$ cat config.mk
export PLATFORM = sky130hd
export DESIGN_NAME = soc_system_pio_in_dbx
export DESIGN_NICKNAME = d
export VERILOG_FILES = /design/src/rtl/soc_pio_pkg.sv /design/src/rtl/pio_dbx_bit.sv /design/src/rtl/soc_system_pio_in_dbx.sv
export SDC_FILE = /design/constraint.sdc
export NUM_CORES = 1
export LEC_CHECK = 0
export ABC_AREA = 1
export BUFFER_PORTS_ARGS = -buffer_cell sky130_fd_sc_hd__buf_2
export CORE_ASPECT_RATIO = 0.9
export CORE_UTILIZATION = 50
export DETAILED_ROUTE_END_ITERATION = 8
export MAX_ROUTING_LAYER = met4
export PLACE_DENSITY_LB_ADDON = 0.05
export SLEW_MARGIN = 5
export SYNTH_ARGS = -nofsm -noshare
export SYNTH_HDL_FRONTEND = slang
export SYNTH_SLANG_ARGS = --single-unit
$ cat constraint.sdc
create_clock -name clk -period 4 [get_ports clk]
set_input_delay 0.2 -clock clk [delete_from_list [all_inputs] [get_ports clk]]
set_output_delay 0.2 -clock clk [all_outputs]
set_load 0.005 [all_outputs]
$ cat src/rtl/soc_pio_pkg.sv
// Shared definitions for the lightweight-bridge PIO slaves: register word
// addresses, parameter limits and the Avalon-MM write-strobe helper.
package soc_pio_pkg;

    localparam int unsigned ADDR_W      = 3;
    localparam int unsigned WIDTH_MAX   = 32;
    localparam int unsigned DEB_W_MAX   = 20;
    localparam int unsigned SYNC_MIN    = 2;
    localparam int unsigned SYNC_MAX    = 4;

    localparam logic [ADDR_W-1:0] ADDR_DATA       = 3'd0;
    localparam logic [ADDR_W-1:0] ADDR_RISE_EN    = 3'd1;
    localparam logic [ADDR_W-1:0] ADDR_IRQ_MASK   = 3'd2;
    localparam logic [ADDR_W-1:0] ADDR_EDGE_CAP   = 3'd3;
    localparam logic [ADDR_W-1:0] ADDR_FALL_EN    = 3'd4;
    localparam logic [ADDR_W-1:0] ADDR_DEB_LIMIT  = 3'd5;
    localparam logic [ADDR_W-1:0] ADDR_LEVEL_MODE = 3'd6;
    localparam logic [ADDR_W-1:0] ADDR_RAW        = 3'd7;

    // A slave write happens when selected with the active-low strobe low.
    function automatic logic avalon_write(input logic chipselect, input logic write_n);
        return chipselect & ~write_n;
    endfunction

endpackage

$ cat src/rtl/pio_dbx_bit.sv
// One input bit: synchroniser chain, debounce counter, debounced state and
// its one-cycle-delayed copy for edge detection.
//   clk, reset_n  : clock, async active-low reset
//   in_bit        : asynchronous external input
//   deb_limit     : debounce limit L (0 behaves as 1)
//   sync          : synchronised input (registered)
//   deb           : debounced state (registered)
//   rise_c/fall_c : combinational edge strobes of deb
module pio_dbx_bit
    import soc_pio_pkg::*;
#(
    parameter int unsigned SYNC_STAGES = 2,
    parameter int unsigned DEB_W       = 16
) (
    input  logic             clk,
    input  logic             reset_n,
    input  logic             in_bit,
    input  logic [DEB_W-1:0] deb_limit,
    output logic             sync,
    output logic             deb,
    output logic             rise_c,
    output logic             fall_c
);

    logic [SYNC_STAGES-1:0] sync_q;
    logic [DEB_W-1:0]       cnt;
    logic [DEB_W-1:0]       cnt_nxt;
    logic                   deb_nxt;
    logic                   deb_q;
    logic [DEB_W:0]         cnt_inc;
    logic [DEB_W:0]         limit_eff;

    // Metastability chain; the last stage is the usable sample.
    always_ff @(posedge clk or negedge reset_n) begin
        if (!reset_n) begin
            sync_q <= '0;
        end else begin
            sync_q <= {sync_q[SYNC_STAGES-2:0], in_bit};
        end
    end

    assign sync = sync_q[SYNC_STAGES-1];

    // One extra bit keeps the compare free of wrap; a limit of 0 acts as 1.
    assign cnt_inc   = {1'b0, cnt} + (DEB_W+1)'(1);
    assign limit_eff = (deb_limit == '0) ? (DEB_W+1)'(1) : {1'b0, deb_limit};

    // Debounce: count consecutive mismatch cycles, accept the new level on
    // the L-th. Using >= lets a lowered limit take effect on the next mismatch,
    // and since cnt can never pass all-ones without that compare firing, it
    // cannot wrap.
    always_comb begin
        cnt_nxt = '0;
        deb_nxt = deb;
        if (sync != deb) begin
            if (cnt_inc >= limit_eff) begin
                deb_nxt = sync;
            end else begin
                cnt_nxt = cnt_inc[DEB_W-1:0];
            end
        end
    end

    always_ff @(posedge clk or negedge reset_n) begin
        if (!reset_n) begin
            cnt   <= '0;
            deb   <= 1'b0;
            deb_q <= 1'b0;
        end else begin
            cnt   <= cnt_nxt;
            deb   <= deb_nxt;
            deb_q <= deb;
        end
    end

    assign rise_c = deb & ~deb_q;
    assign fall_c = ~deb & deb_q;

endmodule

$ cat src/rtl/soc_system_pio_in_dbx.sv
// Avalon-MM input PIO with per-bit synchronisation, programmable debounce,
// rising/falling edge capture and level- or edge-sourced interrupts.
//   clk, reset_n        : clock, async active-low reset
//   address, chipselect : register word address, slave select
//   write_n, writedata  : active-low write strobe, write data
//   readdata            : registered read data, 1-cycle latency
//   in_port             : asynchronous external inputs
//   irq                 : registered level-high interrupt
module soc_system_pio_in_dbx
    import soc_pio_pkg::*;
#(
    parameter int unsigned WIDTH       = 14,
    parameter int unsigned SYNC_STAGES = 2,
    parameter int unsigned DEB_W       = 16,
    parameter int unsigned DEB_DEFAULT = 1000
) (
    input  logic              clk,
    input  logic              reset_n,
    input  logic [ADDR_W-1:0] address,
    input  logic              chipselect,
    input  logic              write_n,
    input  logic [31:0]       writedata,
    output logic [31:0]       readdata,
    input  logic [WIDTH-1:0]  in_port,
    output logic              irq
);

    logic [WIDTH-1:0] sync_vec;
    logic [WIDTH-1:0] deb_vec;
    logic [WIDTH-1:0] rise_vec;
    logic [WIDTH-1:0] fall_vec;

    logic [WIDTH-1:0] rise_en;
    logic [WIDTH-1:0] fall_en;
    logic [WIDTH-1:0] irq_mask;
    logic [WIDTH-1:0] level_mode;
    logic [WIDTH-1:0] edge_cap;
    logic [DEB_W-1:0] deb_limit;

    logic             wr;
    logic [WIDTH-1:0] ev;
    logic [WIDTH-1:0] cap_clr;
    logic [WIDTH-1:0] edge_cap_nxt;
    logic [WIDTH-1:0] src;
    logic [31:0]      rd_mux;
    logic             unused_wdata;

    // Upper write-data bits are don't-care for narrow configurations.
    assign unused_wdata = &{1'b0, writedata};

    for (genvar i = 0; i < WIDTH; i++) begin : g_bit
        pio_dbx_bit #(
            .SYNC_STAGES (SYNC_STAGES),
            .DEB_W       (DEB_W)
        ) u_bit (
            .clk       (clk),
            .reset_n   (reset_n),
            .in_bit    (in_port[i]),
            .deb_limit (deb_limit),
            .sync      (sync_vec[i]),
            .deb       (deb_vec[i]),
            .rise_c    (rise_vec[i]),
            .fall_c    (fall_vec[i])
        );
    end

    assign wr = avalon_write(chipselect, write_n);
    assign ev = (rise_vec & rise_en) | (fall_vec & fall_en);

    // Write-1-to-clear; a same-cycle event wins over the clear.
    always_comb begin
        cap_clr = '0;
        if (wr && (address == ADDR_EDGE_CAP)) begin
            cap_clr = writedata[WIDTH-1:0];
        end
        edge_cap_nxt = (edge_cap & ~cap_clr) | ev;
    end

    assign src = (level_mode & deb_vec) | (~level_mode & edge_cap);

    // Read mux; unimplemented upper bits read as zero.
    always_comb begin
        rd_mux = '0;
        case (address)
            ADDR_DATA:       rd_mux = 32'(deb_vec);
            ADDR_RISE_EN:    rd_mux = 32'(rise_en);
            ADDR_IRQ_MASK:   rd_mux = 32'(irq_mask);
            ADDR_EDGE_CAP:   rd_mux = 32'(edge_cap);
            ADDR_FALL_EN:    rd_mux = 32'(fall_en);
            ADDR_DEB_LIMIT:  rd_mux = 32'(deb_limit);
            ADDR_LEVEL_MODE: rd_mux = 32'(level_mode);
            ADDR_RAW:        rd_mux = 32'(sync_vec);
            default:         rd_mux = '0;
        endcase
    end

    // Register file, capture, interrupt and read data.
    always_ff @(posedge clk or negedge reset_n) begin
        if (!reset_n) begin
            rise_en    <= '0;
            fall_en    <= '0;
            irq_mask   <= '0;
            level_mode <= '0;
            deb_limit  <= DEB_W'(DEB_DEFAULT);
            edge_cap   <= '0;
            irq        <= 1'b0;
            readdata   <= '0;
        end else begin
            if (wr) begin
                case (address)
                    ADDR_RISE_EN:    rise_en    <= writedata[WIDTH-1:0];
                    ADDR_IRQ_MASK:   irq_mask   <= writedata[WIDTH-1:0];
                    ADDR_FALL_EN:    fall_en    <= writedata[WIDTH-1:0];
                    ADDR_DEB_LIMIT:  deb_limit  <= writedata[DEB_W-1:0];
                    ADDR_LEVEL_MODE: level_mode <= writedata[WIDTH-1:0];
                    default:         ;
                endcase
            end
            edge_cap <= edge_cap_nxt;
            irq      <= |(src & irq_mask);
            readdata <= rd_mux;
        end
    end

endmodule
Word level (Yosys, flattened, before mapping)
Index checks and enable logic that the tools add are counted.
{ "word_totals": {"inputBits": 53, "regBits": 399, "latchBits": 0, "word_cells": 236, "out_inout_bits": 33, "memories": 0, "mem_bits_rw": 0, "mem_bits_ro": 0} }
{ "op_classes": {"n_reduce_logical": 23, "n_addsub": 14, "n_bitwise": 69, "magnitude_cmp": 14, "multipliers": 0, "shift": 0, "eq_ne": 21, "n_mux": 31, "div_mod_pow": 0} }
{ "ops": {"columns": ["operator", "count"], "rows": [
  ["$mux 16", 29],
  ["$pmux 32 s8", 1],
  ["$add 16x1->17 const B", 14],
  ["$ge 17x17->1", 10],
  ["$and 14x14->14", 6],
  ["$ge 17x16->1", 4],
  ["$or 14x14->14", 3],
  ["$reduce_and 2->1", 19],
  ["$and 1x1->1", 29],
  ["$not 1->1", 29],
  ["$not 14->14", 2],
  ["$logic_not 16->1", 1],
  ["$mux 14", 1],
  ["$ne 1x1->1", 14],
  ["$reduce_or 14->1", 1],
  ["$eq 3x3->1 const B", 4],
  ["$eq 3x2->1 const B", 2],
  ["$eq 3x1->1 const B", 1],
  ["$logic_not 3->1", 1],
  ["$logic_and 1x1->1", 1]
]} }

Logic depth before layout (Yosys ltp)
{ "depth": {"word_depth": 7, "mapped_depth": 20, "depth_no_buf": 20} }

Modules after synthesis
From an unflattened synthesis, not the netlist that was laid out.
{ "hier_totals": {"cells_unflattened": 3740, "hier_area_um2": 28594.9} }
{ "modules_own_cells": {"columns": ["module", "area_each_um2", "cells_each", "seq_area_each_um2", "n_inst"], "rows": [
  ["pio_dbx_bit (g_bit[0].u_bit ...)", 1679.1, 220, 500.5, 13],
  ["soc_system_pio_in_dbx", 5171.2, 676, 2585.0, 1],
  ["pio_dbx_bit (g_bit[2].u_bit)", 1595.3, 204, 500.5, 1]
]} }

Worst setup path before layout
Ideal clock, no wire load.
{ "synth_timing": {"path_type": "register to register", "start": "reg deb_limit[4]", "end": "reg g_bit[6].u_bit.cnt[13]", "t_arrival_ps": 3505, "path_stages_with_launch": 13, "n_path_buf": 1, "period_less_slack_ps": 3576, "path_slack_ps": 424, "required_time_ps": 3928, "setup_ps": 72, "cell_sequence": "dfrtp_1 inv_1 nand4_1 o41ai_1 ha_1 nand3_1 nor2_1 nand2_1 o21ai_1 a21oi_1 nand3_2 buf_2 nor2_1"} }
{ "synth_via": {"elab_chain_len": 5} }
{ "synth_lines": {"columns": ["item", "line", "rtl"], "rows": [
  ["start, declared", "soc_system_pio_in_dbx.sv:38", "logic [DEB_W-1:0] deb_limit;"],
  ["start signal, assigned", "soc_system_pio_in_dbx.sv:104", "deb_limit <= DEB_W'(DEB_DEFAULT);"],
  ["start signal, assigned", "soc_system_pio_in_dbx.sv:114", "ADDR_DEB_LIMIT: deb_limit <= writedata[DEB_W-1:0];"],
  ["$logic_not 16->1", "pio_dbx_bit.sv:46", "assign limit_eff = (deb_limit == '0) ? (DEB_W+1)'(1) : {1'b0, deb_limit};"],
  ["$mux 16 *", "pio_dbx_bit.sv:46", null],
  ["$ge 17x17->1 *", "pio_dbx_bit.sv:56", "if (cnt_inc >= limit_eff) begin"],
  ["$mux 16 *", "pio_dbx_bit.sv:56", null],
  ["$mux 16 *", "pio_dbx_bit.sv:55", "if (sync != deb) begin"],
  ["via g_bit[6].u_bit.cnt_nxt[13]", "pio_dbx_bit.sv:27", "logic [DEB_W-1:0] cnt_nxt;"],
  ["end signal, assigned", "pio_dbx_bit.sv:70", "cnt <= cnt_nxt;"],
  ["end, declared", "pio_dbx_bit.sv:26", "logic [DEB_W-1:0] cnt;"]
]} }
Mark *: on every way through the listed nets, which the timed path passes. The rest lies on a longest branch.
A chain may end at the register's enable or synchronous reset.

Worst setup path in the final report
{ "layout_timing": {"start": "reg g_bit[5].u_bit.cnt[0]", "end": "reg g_bit[5].u_bit.cnt[2]"} }
{ "layout_via": {"elab_chain_len": 4} }
{ "layout_lines": {"columns": ["item", "line", "rtl"], "rows": [
  ["start, declared", "pio_dbx_bit.sv:26", null],
  ["start signal, assigned", "pio_dbx_bit.sv:70", null],
  ["$add 16x1->17 *", "pio_dbx_bit.sv:45", "assign cnt_inc = {1'b0, cnt} + (DEB_W+1)'(1);"],
  ["$ge 17x17->1", "pio_dbx_bit.sv:56", null],
  ["$mux 16 *", "pio_dbx_bit.sv:56", null],
  ["$mux 16 *", "pio_dbx_bit.sv:55", null],
  ["via g_bit[5].u_bit.cnt_nxt[2]", "pio_dbx_bit.sv:27", null]
]} }
Marked as above.

==> results.sh <==
export IMPL_status="finished clean"
export IMPL_crit_type="reg -> reg"
export IMPL_synth_edff_count=0
export IMPL_totalPowerFinal_w=0.0107
export IMPL_routed_wl_mm=66.8
export IMPL_intPower_w=0.00725
export IMPL_coreArea_sq_mm=0.0483
export IMPL_pin_count=86
export IMPL_ys_seq_elements=383
export IMPL_slew_viol_final=0
export IMPL_cts_buffers=44
export IMPL_vias=21100
export IMPL_ys_seq_area_share_pct=38.8
export IMPL_vias_per_cell=5.32
export IMPL_ctsLongestPathBuffers=3
export IMPL_first_pass_iters=5
export IMPL_yosys_area_top_type="dfrtp_1"
export IMPL_drv_cap=0
export IMPL_skew_ns=0.0246
export IMPL_max_stage_delay_ns=0.43
export IMPL_post_cts_resized=0
export IMPL_initial_core_util_pct=51.1
export IMPL_synth_area_top_cells="dfrtp_1, ha_1, nand2_1, inv_1, nor2_1"
export IMPL_area_growth_pct=11.2
export IMPL_ys_warn_count=0
export IMPL_grt_max_degree=117
export IMPL_layout_min_cycle_time_ns=3.47
export IMPL_synth_most_common_cell="nand2_1"
export IMPL_critPathBufInv=1
export IMPL_post_dp_hpwl_mm=44.6
export IMPL_whs_ns=0.110
export IMPL_fin_crit_sh_pct=86.8
export IMPL_slew_headroom_pct=16.5
export IMPL_cp_top_family="simple AND/OR/NAND/NOR gates"
export IMPL_syn_cell_area_sq_mm=0.0247
export IMPL_hold_viol_final=0
export IMPL_p_leak_nw=14.5
export IMPL_grt_pass1_vias=20400
export IMPL_fmax_mhz=288
export IMPL_ant_nets=0
export IMPL_setup_tns_ns=0
export IMPL_routabilityCongestion=0.885
export IMPL_wire_per_inst_microns=16.9
export IMPL_clk_pin_slew_ns=0.06
export IMPL_grt_pass1_wl_mm=107
export IMPL_yosys_top_cells_count="nand2_1, inv_1, dfrtp_1, nor2_1, ha_1"
export IMPL_ys_flop_type="dfrtp_1"
export IMPL_swShare_pct=32.4
export IMPL_antenna_found_initial=3
export IMPL_endpoint_kind="flip-flop"
export IMPL_p_switching_w=0.00347
export IMPL_die_h_microns=213
export IMPL_yosys_area_top_type_share_pct=38.2
export IMPL_yosysUniqueCellTypes=57
export IMPL_avgSynthCellArea_sq_um=7.77
export IMPL_grt_usage_pct=27.9
export IMPL_cts_tree="done"
export IMPL_insertion_delay_ns=0.59
export IMPL_synthArstFlopShare_pct=100
export IMPL_cellPowerDensity_mw_per_mm2=390
export IMPL_crit_arrival_ns=3.97
export IMPL_worst_hold_path_type="in -> reg"
export IMPL_worst_pin_slew_ns=1.25
export IMPL_vdd_drop_max_mv=0.387
export IMPL_rsz0062_at_grt="no"
export IMPL_drc=0
export IMPL_cts_root_buffer="clkbuf_16"
export IMPL_synth_cells=3180
export IMPL_clock_sinks=383
export IMPL_power_frac_comb_pct=21.1
export IMPL_p_seq_share_pct=40.8
export IMPL_r2r_start="g_bit[5].u_bit.cnt[0]$_DFF_PN0_"
export IMPL_cp_cell_sequence="ha_1 > nand3_1 > nor3_1 > nand3_1 > nor2_1 > nand2_1 > xor2_1 > inv_1 > ha_1 > a21oi_1 > o21ai_0 > nand3_2 > nand2_1 > nor2_1 > nand3_2 > nor2_1"
export IMPL_cts_htree_levels=2
export IMPL_hold_path_startpoint="address[1]"
export IMPL_cp_start_kind="flip-flop"
export IMPL_io_buffers=53
export IMPL_crit_path_max_fanout=16
export IMPL_critPathRequiredTime_ns=4.49
export IMPL_drt_iter0_drc=1342
export IMPL_die_width_microns=236
export IMPL_nNetsFinal=3570
export IMPL_cpMostUsedCell="nor2_1"
export IMPL_worst_path_max_delay_cell="nand3_2"
export IMPL_setup_viol=0
export IMPL_rows=76
export IMPL_p_clk_share_pct=38.0
export IMPL_drive_above_1_share_pct=8.89
export IMPL_dieArea_sq_mm=0.0503
export IMPL_cp_startpoint="g_bit[5].u_bit.cnt[0]$_DFF_PN0_"
export IMPL_gr_total_overflow=0
[worst reg2reg max path, delay by kind of cell, from the launching register on]
family                   cells  cell delay, ns
AO/OA/AOI/OAI                2            0.29
XOR/XNOR                     1            0.23
adder cells (fa/ha/maj)      2            0.50
buffers and inverters        1            0.07
flip-flops                   1            0.41
AND/OR/NAND/NOR             10            1.89
[sequential cells by signal, indices dropped and copies added, names as in the netlist, 16 cells and up]
name,cells
deb_limit,16
g_bit.u_bit.cnt,224
g_bit.u_bit.sync_q,28
readdata,16
[logic make-up after synthesis]
logic type,Yosys count,synth area share (%)
and+or+nand+nor,1534,27.4
buffers and inverters,560,9.17
DFF,383,38.8
AOI/OAI and AO/OA,329,7.91
adders and majority gates,224,11.3
xor gates and xnor gates,149,5.28
other,1,0.0152
[placed cells by master, fill, tap and decap left out, drive strengths merged, types with 4 or more instances in the layout]
cell type,netlist,final
nor3,55,55
buf,34,84
a21oi,82,82
nand2,703,703
o2111ai,6,6
xor2,128,128
nand4,75,75
a21o,4,4
nor4,18,18
diode,0,5
inv,497,499
nand3b,5,5
dlygate4sd3,0,31
ha,224,224
o211ai,29,29
clkinv,0,12
or2,6,6
nand3,202,202
dfrtp,377,377
a31oi,5,5
a221oi,8,8
and3,13,13
o21ai,129,129
a211oi,30,30
nor3b,6,6
conb,1,16
o22ai,15,15
xnor2,21,21
clkinvlp,0,4
clkbuf,29,62
dfstp,6,6
nor2,445,445
o21bai,5,5
and2,5,5
[layer usage]
| layer | vias to the layer above | track usage, % | part of all wire, % |
|---|---|---|---|
| li1 | 10500 | - | - |
| met1 | 9961 | 37.2 | 47 |
| met2 | 487 | 43.9 | 45 |
| met3 | 126 | 4.12 | 5.1 |
| met4 | 0 | 9.11 | 3.2 |
| met5 | - | - | 0 |
[final timing paths]
kind | endpoint | slack [ns] | depth (start not counted)
worst max-delay path | g_bit[5].u_bit.cnt[2]$_DFF_PN0_ | 0.53 | 16
worst min-delay path | level_mode[11]$_DFFE_PN0P_ | 0.11 | 5
worst max register to register | g_bit[5].u_bit.cnt[2]$_DFF_PN0_ | 0.53 | 16
worst min register to register | g_bit[1].u_bit.sync_q[1]$_DFF_PN0_ | 0.35 | 0
max in group asynchronous | g_bit[3].u_bit.cnt[6]$_DFF_PN0_ | 2.51 | 3
min in group asynchronous | g_bit[5].u_bit.cnt[9]$_DFF_PN0_ | 0.26 | 2
[layout make-up]
class                           instances  area (sq um)
Antenna cell                            5          12.5
Clock buffer                           62          1290
Clock inverter                         20           168
Fill cell                            4547         20800
Inverter                              497          1870
Multi-Input combinational cell       2252         12900
Sequential cell                       383          9590
Tap cell                              624           781
Timing Repair Buffer                  115           843
[power groups by stage]
stage               logic, W  clock network [W]  registers [W]
detailed placement   0.00223                  0        0.00444
finish               0.00227            0.00408        0.00438
floorplan            0.00134                  0        0.00438
global placement     0.00215                  0        0.00443
CTS                  0.00227            0.00419        0.00437
global route         0.00255            0.00434        0.00441
[timing repair]
item,CTS,global route
hold endpoints to repair,190,0
hold buffers,31,0
buffers inserted,0,0
[stage by stage]
stage                     area [sq um]  setup slack (ns)  instances  utilization, %
after floorplan                  24800             0.424       3195               -
after global placement           25700             0.676       3840            53.2
after detailed placement         25700             0.536       3840            53.2
after CTS                        27500             0.540       3953            56.8
after global routing             27500            0.0835       3956            56.8
final                            27500             0.528       3958            56.9
Power figures use the tool's default switching activity.
